`config.mk`:
```
export PLATFORM = sky130hd
export DESIGN_NAME = fir_mac_sequencer
export DESIGN_NICKNAME = d
export VERILOG_FILES = /design/src/rtl/fir_mac_sequencer.sv
export SDC_FILE = /design/constraint.sdc
export NUM_CORES = 1
export LEC_CHECK = 0
export CAP_MARGIN = 20
export CORE_ASPECT_RATIO = 0.7
export CORE_MARGIN = 3
export CORE_UTILIZATION = 30
export CTS_BUF_LIST = sky130_fd_sc_hd__clkbuf_2 sky130_fd_sc_hd__clkbuf_4 sky130_fd_sc_hd__clkbuf_8
export CTS_CLUSTER_SIZE = 16
export DETAILED_ROUTE_END_ITERATION = 8
export PLACE_DENSITY = 0.54
export SYNTH_ARGS = -nofsm -noshare
export SYNTH_HDL_FRONTEND = slang
export SYNTH_SLANG_ARGS = --single-unit
```
`constraint.sdc`:
```
create_clock -name clk -period 3.8 [get_ports clk]
set_input_delay 0.38 -clock clk [delete_from_list [all_inputs] [get_ports clk]]
set_output_delay 0.38 -clock clk [all_outputs]
set_load 0.1 [all_outputs]
```
`src/rtl/fir_mac_sequencer.sv`:
```
// -----------------------------------------------------------------------------
// fir_mac_sequencer
//   Upstream controller for an external MAC16 DSP tile. Each accepted sample is
//   written into a circular delay line, then TAPS sample/coefficient operand
//   pairs are streamed into the MAC (first pair loads, the rest accumulate).
//   After MAC_LAT drain cycles the 32-bit accumulator is arithmetically
//   shifted by SHIFT, saturated to 16 bits and emitted as one output sample.
//
// Ports
//   clk, rst_n             clock (rising edge), asynchronous active-low reset
//   in_valid/in_ready      sample handshake; in_ready is high only in IDLE
//   in_sample              signed 16-bit input sample
//   coef_we/addr/data      coefficient write port, honoured only in IDLE
//   mac_a, mac_b           registered MAC operands (delayed sample, coefficient)
//   mac_ce, mac_load       MAC accumulate enable / load-instead-of-add
//   mac_result             signed 32-bit MAC accumulator
//   out_valid/out_sample   one-cycle result pulse and held filtered sample
//   busy                   high while a pass is running (RUN or DRAIN)
// -----------------------------------------------------------------------------
module fir_mac_sequencer #(
  parameter  int TAPS    = 8,
  parameter  int SHIFT   = 15,
  parameter  int MAC_LAT = 1,
  localparam int AW      = (TAPS > 1) ? $clog2(TAPS) : 1
) (
  input  logic          clk,
  input  logic          rst_n,
  input  logic          in_valid,
  output logic          in_ready,
  input  logic [15:0]   in_sample,
  input  logic          coef_we,
  input  logic [AW-1:0] coef_addr,
  input  logic [15:0]   coef_data,
  output logic [15:0]   mac_a,
  output logic [15:0]   mac_b,
  output logic          mac_ce,
  output logic          mac_load,
  input  logic [31:0]   mac_result,
  output logic          out_valid,
  output logic [15:0]   out_sample,
  output logic          busy
);

  typedef enum logic [1:0] {
    IDLE  = 2'd0,
    RUN   = 2'd1,
    DRAIN = 2'd2
  } state_e;

  state_e        state_q;
  logic [AW-1:0] wr_ptr_q;
  logic [AW-1:0] k_q;        // tap index currently presented on mac_a/mac_b
  logic [1:0]    drain_q;    // DRAIN cycle counter, 0 .. MAC_LAT-1

  logic [15:0]   delay_q [TAPS];
  logic [15:0]   coef_q  [TAPS];

  logic [15:0]   mac_a_q;
  logic [15:0]   mac_b_q;
  logic          mac_ce_q;
  logic          mac_load_q;
  logic          out_valid_q;
  logic [15:0]   out_sample_q;

  logic          accept;
  logic [AW-1:0] k_next;
  logic [AW-1:0] rd_idx;
  logic [15:0]   coef0_eff;
  logic [31:0]   shifted;
  logic [15:0]   sat_val;

  // Gated by rst_n so the block never advertises readiness while held in reset.
  assign in_ready = rst_n && (state_q == IDLE);
  assign busy     = (state_q != IDLE);
  assign accept   = in_valid && in_ready;

  // Next tap and its delay-line slot; TAPS is a power of two so the pointer
  // subtraction wraps modulo TAPS for free.
  assign k_next   = k_q + 1'b1;
  assign rd_idx   = wr_ptr_q - k_next;

  // A coefficient written in the accept cycle must already be seen by tap 0.
  assign coef0_eff = (coef_we && (coef_addr == '0)) ? coef_data : coef_q[0];

  assign shifted = 32'($signed(mac_result) >>> SHIFT);

  always_comb begin
    // NOTE: assign a default before any branch so every path drives sat_val;
    // a missing default in combinational logic infers a latch.
    sat_val = shifted[15:0];
    if ($signed(shifted) > 32'sd32767) begin
      sat_val = 16'h7FFF;
    end else if ($signed(shifted) < -32'sd32768) begin
      sat_val = 16'h8000;
    end
  end

  // NOTE: all state here is updated with non-blocking assignments so every
  // register samples the pre-edge values, independent of statement order.
  always_ff @(posedge clk or negedge rst_n) begin
    if (!rst_n) begin
      state_q      <= IDLE;
      wr_ptr_q     <= '0;
      k_q          <= '0;
      drain_q      <= '0;
      mac_a_q      <= '0;
      mac_b_q      <= '0;
      mac_ce_q     <= 1'b0;
      mac_load_q   <= 1'b0;
      out_valid_q  <= 1'b0;
      out_sample_q <= '0;
      // NOTE: the delay line and coefficients are small register files that
      // must read as zero after reset, so they are cleared here rather than
      // left uninitialised like a RAM macro would be.
      for (int i = 0; i < TAPS; i++) begin
        delay_q[i] <= '0;
        coef_q[i]  <= '0;
      end
    end else begin
      out_valid_q <= 1'b0;
      case (state_q)
        IDLE: begin
          if (coef_we) begin
            coef_q[coef_addr] <= coef_data;
          end
          if (accept) begin
            delay_q[wr_ptr_q] <= in_sample;
            // Tap 0 is the sample arriving right now.
            mac_a_q    <= in_sample;
            mac_b_q    <= coef0_eff;
            mac_ce_q   <= 1'b1;
            mac_load_q <= 1'b1;
            k_q        <= '0;
            state_q    <= RUN;
          end
        end

        RUN: begin
          if (k_q == AW'(TAPS - 1)) begin
            // Last pair was presented this cycle; freeze the accumulator and
            // keep the operands where they are.
            mac_ce_q   <= 1'b0;
            mac_load_q <= 1'b0;
            drain_q    <= '0;
            state_q    <= DRAIN;
          end else begin
            k_q        <= k_next;
            mac_a_q    <= delay_q[rd_idx];
            mac_b_q    <= coef_q[k_next];
            mac_load_q <= 1'b0;
          end
        end

        DRAIN: begin
          if (drain_q == 2'(MAC_LAT - 1)) begin
            out_sample_q <= sat_val;
            out_valid_q  <= 1'b1;
            wr_ptr_q     <= wr_ptr_q + 1'b1;
            k_q          <= '0;
            state_q      <= IDLE;
          end else begin
            drain_q <= drain_q + 1'b1;
          end
        end

        default: begin
          state_q <= IDLE;
        end
      endcase
    end
  end

  assign mac_a      = mac_a_q;
  assign mac_b      = mac_b_q;
  assign mac_ce     = mac_ce_q;
  assign mac_load   = mac_load_q;
  assign out_valid  = out_valid_q;
  assign out_sample = out_sample_q;

endmodule

```
# Word-level counts from Yosys, hierarchy flattened
# Index checks and enable logic that the tools add are counted.
dict set report totals {
  reg_bits 317
  in_bits 71
  elab_cells 109
}
dict set report classes {
  n_addsub 4
  magnitude_cmp 8
  n_eq_ne 8
  muxes 38
  n_bitwise 4
  n_reduce_logical 21
}
# operator count
set op_table {}
lappend op_table {{128-bit bitwise mux} 2}
lappend op_table {{16-bit 2-to-1 mux} 13}
lappend op_table {{16-bit binary-select mux with 3-bit select} 2}
lappend op_table {{16-bit demux with 3-bit select} 2}
lappend op_table {{16-bit case mux with 2 select lines} 2}
lappend op_table {{17-bit by 16-bit greater-than comparator with 1-bit output (second input constant)} 1}
lappend op_table {{17-bit by 16-bit < comparator with 1-bit output (second input constant)} 1}
lappend op_table {{4-bit >= comparator (second input constant)} 4}
lappend op_table {{3-bit NOT with 4-bit output} 4}
lappend op_table {{3-bit AND reduction} 4}
lappend op_table {{2-bit 2-to-1 mux} 5}
lappend op_table {{2-bit != test (second input constant)} 5}
lappend op_table {{3-bit 2-to-1 mux} 3}
lappend op_table {{3-bit case mux with 3 select lines} 1}
lappend op_table {{4-bit by 1-bit < comparator with 1-bit output (second input constant)} 2}
lappend op_table {{2-bit AND reduction} 4}
lappend op_table {{3-bit by 1-bit adder with 3-bit output (second input constant)} 2}
lappend op_table {{2-bit case mux with 3 select lines} 1}
lappend op_table {{2-bit nonzero test} 3}
lappend op_table {{1-bit logical AND} 5}
lappend op_table {{2-bit zero test} 2}
lappend op_table {{1-bit 2-to-1 mux} 4}
lappend op_table {{1-bit case mux with 2 select lines} 2}
lappend op_table {{2-bit case mux with 2 select lines} 1}
lappend op_table {{8 further kinds} 8}

# Longest topological paths before layout
# Gate-level depths: netlist (run 1).
dict set report depth {
  depth_word 8
  ltp_mapped 10
}

# Least setup slack after synthesis (run 1)
# Ideal clock, no wire load.
dict set report synth_path {
  path_type {reg2reg}
  start {register k_q[0]}
  end {register mac_a_q[10], in the netlist mac_a[10]}
  setup_time_ns 0.130
  t_arrival_ns 2.634
  slack_ns 1.036
  stages_incl_launch_ff 11
  n_path_buf 3
  path_cell_list {dfrtp_1 buf_2 buf_4 inv_1 ha_1 fa_1 clkbuf_1 mux4_2 nor2b_1 a211oi_1 o21ai_0}
}
dict set report synth_between {
  elab_chain_cells 8
  elab_cells_between_ends 11
  cone_classes {2 x add/sub; 2 x eq/ne; 5 x mux; 1 x bitwise; 1 x reduce/logical}
}
# element line_no
set synth_lines {}
lappend synth_lines {{start: declaration} 52} ;# logic [AW-1:0] k_q;
lappend synth_lines {{start signal: assignment} 147} ;# k_q <= k_next;
lappend synth_lines {{3-bit by 1-bit adder with 3-bit output} 79} ;# assign k_next = k_q + 1'b1;
lappend synth_lines {{3-bit subtractor} 80} ;# assign rd_idx = wr_ptr_q - k_next;
lappend synth_lines {{3-bit NOT with 4-bit output (not written as such)} 148} ;# mac_a_q <= delay_q[rd_idx];
lappend synth_lines {{16-bit binary-select mux with 3-bit select} 148}
lappend synth_lines {{16-bit 2-to-1 mux (not written as such) (2 in series)} 148}
lappend synth_lines {{16-bit 2-to-1 mux} 139} ;# if (k_q == AW'(TAPS - 1)) begin
lappend synth_lines {{16-bit case mux with 2 select lines} 121} ;# case (state_q)
lappend synth_lines {{end signal: assignment} 129} ;# mac_a_q <= in_sample;
lappend synth_lines {{end signal: assignment} 148}
lappend synth_lines {{end: declaration} 58} ;# logic [15:0] mac_a_q;
# Several ways; a longest one is shown, not always the timed one. The select of a mux whose other input is x is not followed.
# A chain may end at the register's enable or synchronous reset.

# Final worst setup path (run 1)
dict set report layout_path {
  start {register wr_ptr_q[1]}
  end {register mac_a_q[11], in the netlist mac_a[11]}
}
dict set report layout_between {
  elab_chain_cells 7
}
# element line_no
set layout_lines {}
lappend layout_lines {{start: declaration} 51} ;# logic [AW-1:0] wr_ptr_q;
lappend layout_lines {{start signal: assignment} 158} ;# wr_ptr_q <= wr_ptr_q + 1'b1;
lappend layout_lines {{3-bit subtractor} 80}
lappend layout_lines {{3-bit NOT with 4-bit output (not written as such)} 148}
lappend layout_lines {{16-bit binary-select mux with 3-bit select} 148}
lappend layout_lines {{16-bit 2-to-1 mux (not written as such) (2 in series)} 148}
lappend layout_lines {{16-bit 2-to-1 mux} 139}
lappend layout_lines {{16-bit case mux with 2 select lines} 121}
# Every way passes these cells. The select of a mux whose other input is x is not followed.

==> metrics, run 1 <==
status=finished, final reports clean; async set-reset flop share out of synthesis=1.000; TritonCTS Buffers=53; via count=8859; Layout Nets=1216; sw frac=0.4098; Clock transition at path regs=0.07 ns; worst hold path class=in2async; Clk pwr share=0.194; GRT Util Overall=0.1438; Rows=66; # H-tree levels=2; LEAKAGE=7.695 nW; DP HPWL=20790 um; RSZ-0062 raised after global routing=false; Final Slew Violations=0; cts repair resizes=0; area growth from synthesis to layout=20.36%; main flop type after synthesis=dfrtp_1; critical path startpoint category=flip-flop; Avg WL per Cell=20.03 um; reg2reg path depth=7; core area=47070 um2; crit path launch=wr_ptr_q[1]; worst path required time=4.24 ns; antenna violations before repair=3; Flop pwr share=0.321; Net Switching=6.688 mW; Distinct cells, synth=41; peak supply drop=0.0006190 V; fin crit period=2.984 ns; initial core utilization=0.3077; Die ar.=50990 um2; Reg-to-Reg Start=wr_ptr_q[1]; post-synthesis register bit count=317; Internal=9.633 mW; non-filler cells, final=1788; combinational share of power=0.485; Power Density=936.3 nW/um2; reg-to-reg slack, setup=0.82 ns; Mapped Nets=1088; WP data arrival=3.42 ns; router iterations before antenna repair=4; Post-synth EDFFs=0; Die X=268.6 um; setup TNS=0 ns; Final Skew=0.06741 ns; die height=189.8 um; post-synthesis sequential area ratio=0.5477; number of global-route vias before repair=9372; relative slew slack=0.2620; largest net degree at the start of global routing=152; Final Wtd Congestion=0.6812; max frequency=0.3352 GHz; CTS tree=yes; setup violators final=0; Synth Warn #=0; synthesized cell area=14480 um2; syn avg cell area=14.33 um2; CP Capture Type=flip-flop; Max Buffers Root-to-Sink=3; Clock Latency Late Sink=0.63 ns; share of cells above drive strength 1=0.4043; Max Cap Viol=0; pre-CTS setup slack=0.8498 ns; initial DRC count=347; FF-to-FF End=mac_a[11]; crit-path max FO=19; drc violations=0; clk sink count=317; vias per cell=4.955; Worst Tran Pin Value=1.103 ns; global-route wire length before repair=57010 um; CTS Root Cell=clkbuf_8; hold_ws=0.2705 ns; Crit Path Category=reg2reg; synthesized netlist cell count=1011; Hold Vio Cnt, Final=0; ANT nets after route=0; post-route setup slack=0.8164 ns; placed cells=1694; IO Pins=124; period utilization=0.7852; Port-buffer cells=108; GRT Residual Overflow=0; Critical Path End=mac_a[11]; drt total wl=35810 um
[cell usage in the layout (no fill, tap or decap), types with 4 or more instances in the layout]
master | netlist | routed
o21ai_0 | 66 | 66
clkbuf_8 | 0 | 67
a211oi_1 | 16 | 16
a21oi_1 | 9 | 9
ha_1 | 5 | 4
mux2_2 | 274 | 274
clkinv_2 | 0 | 4
mux2i_1 | 13 | 13
nor2_1 | 13 | 13
clkbuf_4 | 0 | 17
a221o_1 | 13 | 13
mux4_2 | 64 | 64
clkdlybuf4s50_1 | 0 | 106
nor3_1 | 13 | 13
nor2b_1 | 19 | 18
inv_1 | 10 | 10
buf_12 | 0 | 4
buf_4 | 7 | 28
dfrtp_1 | 317 | 316
nand2_1 | 78 | 78
[metal layers]
layer,GRT usage,up-vias,share of wire
met5,0,-,0.00078
met4,0.03293,4,0.014
met3,0.03504,54,0.050
met2,0.2156,143,0.44
met1,0.2103,4671,0.50
li1,-,3987,-
[through the flow]
| step | utilization | power, mW | instance area, um2 |
|---|---|---|---|
| after floorplan | - | 11.10 | 14480 |
| after global placement | 0.3460 | 13.20 | 16280 |
| after detailed placement | 0.3460 | 13.29 | 16280 |
| after CTS | 0.3699 | 16.54 | 17410 |
| after global routing | 0.3703 | 17.30 | 17430 |
| final | 0.3703 | 16.32 | 17430 |
[area by class of cell]
class	instances	area, um2
well taps	612	765.7
inverters	10	37.54
flip-flops and latches	317	7934
fillers	4507	29640
repair buffers	140	1376
diodes	1	2.502
multi-input cells	617	6201
clock inverters	7	65.06
clock buffers	84	1050
[how the worst min path moves through the flow]
stage               cells after the start             to  slack (ns)
floorplan                               0      coef_q[0]        0.08
global placement                        1  out_sample[8]        0.31
detailed placement                      1  out_sample[8]        0.32
CTS                                     2         k_q[2]        0.23
global route                            2       mac_b[3]        0.26
finish                                  2       mac_b[3]        0.27
[registers in the layout (all words and copies together), names as in the netlist]
register    flops
mac_load        1
mac_ce          1
state_q         2
k_q             3
delay_q       128
out_sample     16
out_valid       1
coef_q        128
wr_ptr_q        3
mac_b          16
drain_q         2
mac_a          16
[synth_stat cells (9+ instances only)]
cell type | number | area (um2)
nand2_1 | 78 | 292.8
a221o_1 | 13 | 130.1
o21ai_0 | 66 | 330.3
nor3_1 | 13 | 65.06
mux2i_1 | 13 | 130.1
mux4_2 | 64 | 1441
a21oi_1 | 9 | 45.04
nor2_1 | 13 | 48.80
buf_2 | 22 | 110.1
nor2b_1 | 19 | 118.9
dfrtp_1 | 317 | 7933
mux2_2 | 274 | 3085
inv_1 | 10 | 37.54
a211oi_1 | 16 | 120.1
clkbuf_1 | 36 | 135.1
[power by group through the flow]
stage	combinational, mW	sequential [mW]	clock (mW)
2_1_floorplan	4.19	6.91	0
3_3_place_gp	7.94	5.26	0
3_5_place_dp	8.00	5.29	0
4_1_cts	8.01	5.24	3.28
5_1_grt	8.46	5.39	3.45
6_report	7.91	5.24	3.17
[critical path, cell delays in order, from the launching register on]
cell and delay [ns]:
dfrtp_1 0.55, inv_1 0.20, fa_1 0.98, buf_12 0.26
mux4_2 0.32, nor2b_1 0.15, a211oi_1 0.23, o21ai_0 0.12
[kinds of logic after synthesis]
group,after synthesis,share of synthesized area
AND/OR/NAND/NOR,147,0.05097
adder cells (fa/ha/maj),6,0.005702
buffers and inverters,77,0.02497
AO/OA/AOI/OAI,110,0.04631
flip-flops,317,0.5477
XOR/XNOR,3,0.002765
multiplexers,351,0.3216
[repair_timing]
action | in CTS | in global routing
buffers inserted | 0 | 0
hold endpoints to repair | 43 | 0
hold buffers | 1 | 0
No activity file was read; power rests on OpenSTA's default activity.
==> inputs of run 2 (changes only) <==
PLACE_DENSITY = 0.56   (was 0.54)
clock period = 2.62 ns   (was 3.8 ns; I/O delays follow)
==> metrics, run 2 (same netlist as run 1, synthesis figures left out) <==
status=finished, final reports clean; ANT nets after route=0 (unchanged); Rows=66 (unchanged); initial core utilization=0.3077 (unchanged); commonest cells after routing, fill and taps aside=dfrtp_1 (316), mux2_2 (274), buf_4 (89), nand2_1 (78), o21ai_0 (66); antenna cells=0 (-1); Final Wtd Congestion=0.7041 (+3.4%); peak supply drop=0.0009126 V (+47%); crit-path max FO=8 (-11); core area=47070 um2 (unchanged); reg2reg path depth=8 (+1); TritonCTS Buffers=51 (-3.8%); reg-to-reg slack, setup=0.12 ns (-0.69 ns); worst hold path class=in2async; FF-to-FF End=mac_a[3]; final instance area=17530 um2 (+0.54%); via count=8882 (+0.26%); Post-Route Utilization=0.3723 (+0.001994); Max Buffers Root-to-Sink=3 (unchanged); setup violators final=0 (unchanged); pre-CTS setup slack=0.09673 ns (-0.7531 ns); die height=189.8 um (unchanged); Die X=268.6 um (unchanged); Max Cap Viol=0 (unchanged); clk sink count=317 (unchanged); GRT Util Overall=0.1441 (+0.0002682); CTS Root Cell=clkbuf_8; number of global-route vias before repair=9334 (-0.41%); Final Skew=0.04522 ns (-0.02219 ns); max frequency=0.4003 GHz (+19%); LEAKAGE=7.862 nW (+2.2%); Die ar.=50990 um2 (unchanged); Clock Latency Late Sink=0.59 ns (-0.04 ns); relative slew slack=0.3753 (+0.1132); critical path startpoint category=flip-flop; IO Pins=124 (unchanged); share of cells above drive strength 1=0.4563 (+0.05205); largest net degree at the start of global routing=161 (+5.9%); most common cell after layout, fill and taps aside=dfrtp_1; Crit Path Category=reg2reg; worst path required time=3.08 ns (-1.16 ns); period utilization=0.9534 (+0.1683); Clock transition at path regs=0.06 ns (about the same); WP data arrival=2.96 ns (-0.46 ns); Hold Vio Cnt, Final=0 (unchanged); Reg-to-Reg Start=k_q[0]; post-route setup slack=0.1220 ns (-0.6944 ns); DP HPWL=21670 um (+4.3%); antenna violations before repair=3 (unchanged); GRT Residual Overflow=0 (unchanged); placed cells=1709 (+0.89%); Avg WL per Cell=20.21 um (+0.95%); non-filler cells, final=1802 (+0.78%); # H-tree levels=2 (unchanged); placed instance area=16350 um2 (+0.43%); RSZ-0062 raised after global routing=false; Largest regs=coef_q (128), delay_q (128); CTS tree=yes; CP Capture Type=flip-flop; Port-buffer cells=108 (unchanged); initial DRC count=435 (+25%); area growth from synthesis to layout=21.01%; drc violations=0 (unchanged); Layout Nets=1233 (+1.4%); Power Density=1378 nW/um2 (+47%); vias per cell=4.929 (-0.52%); fin crit period=2.498 ns (-0.4856 ns); Worst Tran Pin Value=0.9371 ns (-0.1664 ns); global-route wire length before repair=57190 um (+0.33%); drt total wl=36430 um (+1.7%); Final Slew Violations=0 (unchanged); router iterations before antenna repair=4 (unchanged)
[run 2: worst max path at each step]
stage,to,slack [ns],from
after floorplan,mac_a[10],-0.02,k_q[0]
after CTS,mac_a[12],0.07,k_q[0]
after global placement,mac_a[12],0.13,k_q[0]
after global routing,mac_a[6],0.03,k_q[0]
after detailed placement,mac_a[14],0.1,k_q[0]
final,mac_a[3],0.12,k_q[0]
[run 2: timing repair]
item                                   in CTS  in global routing
setup endpoints to repair                   0                  6
buffers inserted                            0                  2
hold buffers                                1                  0
gates resized for setup                     0                  2
endpoints found under the hold margin     200                  0
[run 2: final cells by class]
type	instances	area [um2]
fill	4474	29540
sequential	317	7934
multi-input combinational	617	6203
timing repair buffer	159	1506
clock buffer	80	1001
tap	612	765.7
clock inverter	7	77.57
inverter	10	37.54
[run 2: per-stage QoR]
step / TNS [ns] / power, mW / hold WS [ns]
after detailed placement: 0 / 19.33 / 0.08164
after global placement: 0 / 19.13 / 0.08245
final: 0 / 24.15 / 0.07308
after global routing: 0 / 25.60 / 0.02971
after CTS: 0 / 23.95 / 0.01807
after floorplan: -0.2955 / 16.12 / -0.03359
[run 2: critical path: stages, from the launching register on]
cell and delay, ns:
dfrtp_2 0.41, ha_1 0.33, fa_2 0.55, buf_6 0.15
clkbuf_16 0.19, mux4_2 0.28, nor2b_1 0.14, a211oi_1 0.21
o21ai_0 0.11
[run 2: power by group]
| group | internal (mW) | switching [mW] | total, mW |
|---|---|---|---|
| combinational | 5.05 | 7.01 | 12.1 |
| clock | 2.52 | 1.97 | 4.49 |
| sequential | 6.67 | 0.937 | 7.60 |
[run 2: per-layer routing]
metal,GRT usage,vias to the layer above,wire (um)
li1,-,4028,-
met1,0.2162,4621,18170
met2,0.2124,171,15500
met3,0.03374,56,2134
met4,0.02897,6,582
met5,0,-,39
==> inputs of run 3 (changes only) <==
PLACE_DENSITY = 0.54   (was 0.56)
SKIP_CTS_REPAIR_TIMING = 1   (was unset)
clock period = 2.6 ns   (was 2.62 ns; I/O delays follow)
==> metrics, run 3 (same netlist as run 1, synthesis figures left out) <==
number of global-route vias before repair=9449 (+1.2%); commonest cells after routing, fill and taps aside=dfrtp_1 (316), mux2_2 (274), buf_4 (85), nand2_1 (78); Power Density=1392 nW/um2 (+1.1%); Clock Latency Late Sink=0.60 ns (about the same); # H-tree levels=2 (unchanged); initial DRC count=519 (+19%); Clk pwr share=0.192 (+0.006); hold_ws=-0.1575 ns (-0.2306 ns); initial core utilization=0.3077 (unchanged); worst path required time=3.07 ns (about the same); drt total wl=36780 um (+0.96%); clk sink count=317 (unchanged); die height=189.8 um (unchanged); global-route wire length before repair=57630 um (+0.76%); CTS tree=yes; vias per cell=4.953 (+0.49%); Worst Tran Pin Value=0.8999 ns (-0.03719 ns); relative slew slack=0.4001 (+0.02480); sw frac=0.4119 (+0.001410); Internal=14.34 mW (+0.73%); Final Wtd Congestion=0.6874 (-2.4%); via count=8916 (+0.38%); drc violations=0 (unchanged); CP Capture Type=flip-flop; failing checks=negative hold slack; Pwr Total=24.38 mW (+0.97%); Die X=268.6 um (unchanged); Max Buffers Root-to-Sink=3 (unchanged); combinational share of power=0.495 (-0.004); Port-buffer cells=108 (unchanged); setup violators final=0 (unchanged); Final Slew Violations=0 (unchanged); Largest regs=coef_q (128), delay_q (128); crit-path max FO=8 (unchanged); max frequency=0.3995 GHz (-0.20%); antenna violations before repair=3 (unchanged); Flop pwr share=0.314 (about the same); GRT Util Overall=0.1461 (+0.002027); ANT nets after route=0 (unchanged); Crit Path Category=reg2reg; largest net degree at the start of global routing=168 (+4.3%); Hold Vio Cnt, Final=164 (+164); period utilization=0.9627 (+0.009235); CTS Root Cell=clkbuf_8; placed instance area=16330 um2 (-0.14%); most common cell after layout, fill and taps aside=dfrtp_1; Final Skew=0.04093 ns (-0.004293 ns); LEAKAGE=7.843 nW (-0.24%); area growth from synthesis to layout=20.90% (about the same); core area=47070 um2 (unchanged); Post-Route Utilization=0.3720 (about the same); Clock transition at path regs=0.06 ns (about the same); Die ar.=50990 um2 (unchanged); DP HPWL=20950 um (-3.3%); final instance area=17510 um2 (about the same); TritonCTS Buffers=52 (+2.0%); fin crit period=2.503 ns (+0.004943 ns); pre-CTS setup slack=0.08471 ns (-0.01201 ns); share of cells above drive strength 1=0.4558 (-0.0005317); router iterations before antenna repair=4 (unchanged); status=finished, violations left; critical path startpoint category=flip-flop; Layout Nets=1228 (-0.41%); Avg WL per Cell=20.43 um (+1.1%); peak supply drop=0.0009600 V (+5.2%); Net Switching=10.04 mW (+1.3%); worst hold path class=in2async; reg2reg path depth=8 (unchanged); post-route setup slack=0.09704 ns (-0.02494 ns); WP data arrival=2.97 ns (about the same); IO Pins=124 (unchanged); Rows=66 (unchanged); GRT Residual Overflow=0 (unchanged); Max Cap Viol=0 (unchanged)
-- run 3: stage by stage --
stage / TNS (ns) / instances
floorplan: 0 / 1011
global placement: 0 / 1706
detailed placement: 0 / 1706
CTS: 0 / 1796
global route: -0.002475 / 1800
finish: 0 / 1800
-- run 3: layer usage --
layer	global-route usage	wire length (um)
met5	0	18
met4	0.03731	700
met3	0.03491	2284
met2	0.2133	15650
met1	0.2174	18130
-- run 3: area by class of cell --
cell class | count | area [um2]
fillers | 4491 | 29560
flip-flops and latches | 317 | 7934
multi-input cells | 617 | 6203
repair buffers | 153 | 1450
clock buffers | 83 | 1036
well taps | 612 | 765.7
clock inverters | 7 | 80.08
inverters | 10 | 37.54
diodes | 1 | 2.502
-- run 3: final timing paths --
path                          startpoint             to  slack (ns)
max in group asynchronous          rst_n   delay_q[105]        1.40
max reg2reg                       k_q[0]       mac_a[6]         0.1
min                                rst_n         mac_ce       -0.16
min reg2reg                out_sample[4]  out_sample[4]        0.48
max                               k_q[0]       mac_a[6]         0.1
min in group clk                   rst_n         k_q[1]        0.31
-- run 3: critical path, cell delays in order (launching register included) --
cell and delay (ns):
dfrtp_2 0.42, ha_1 0.33, fa_2 0.60, buf_12 0.13
clkbuf_16 0.16, mux4_2 0.30, nor2b_1 0.14, a211oi_1 0.19
o21ai_0 0.11
-- run 3: power by group through the flow --
stage	registers, mW	clock network (mW)	logic [mW]
floorplan	10.1	0	6.18
global placement	7.69	0	11.6
global route	7.88	5.09	12.9
finish	7.65	4.67	12.1
CTS	7.66	4.86	11.8
detailed placement	7.74	0	11.8
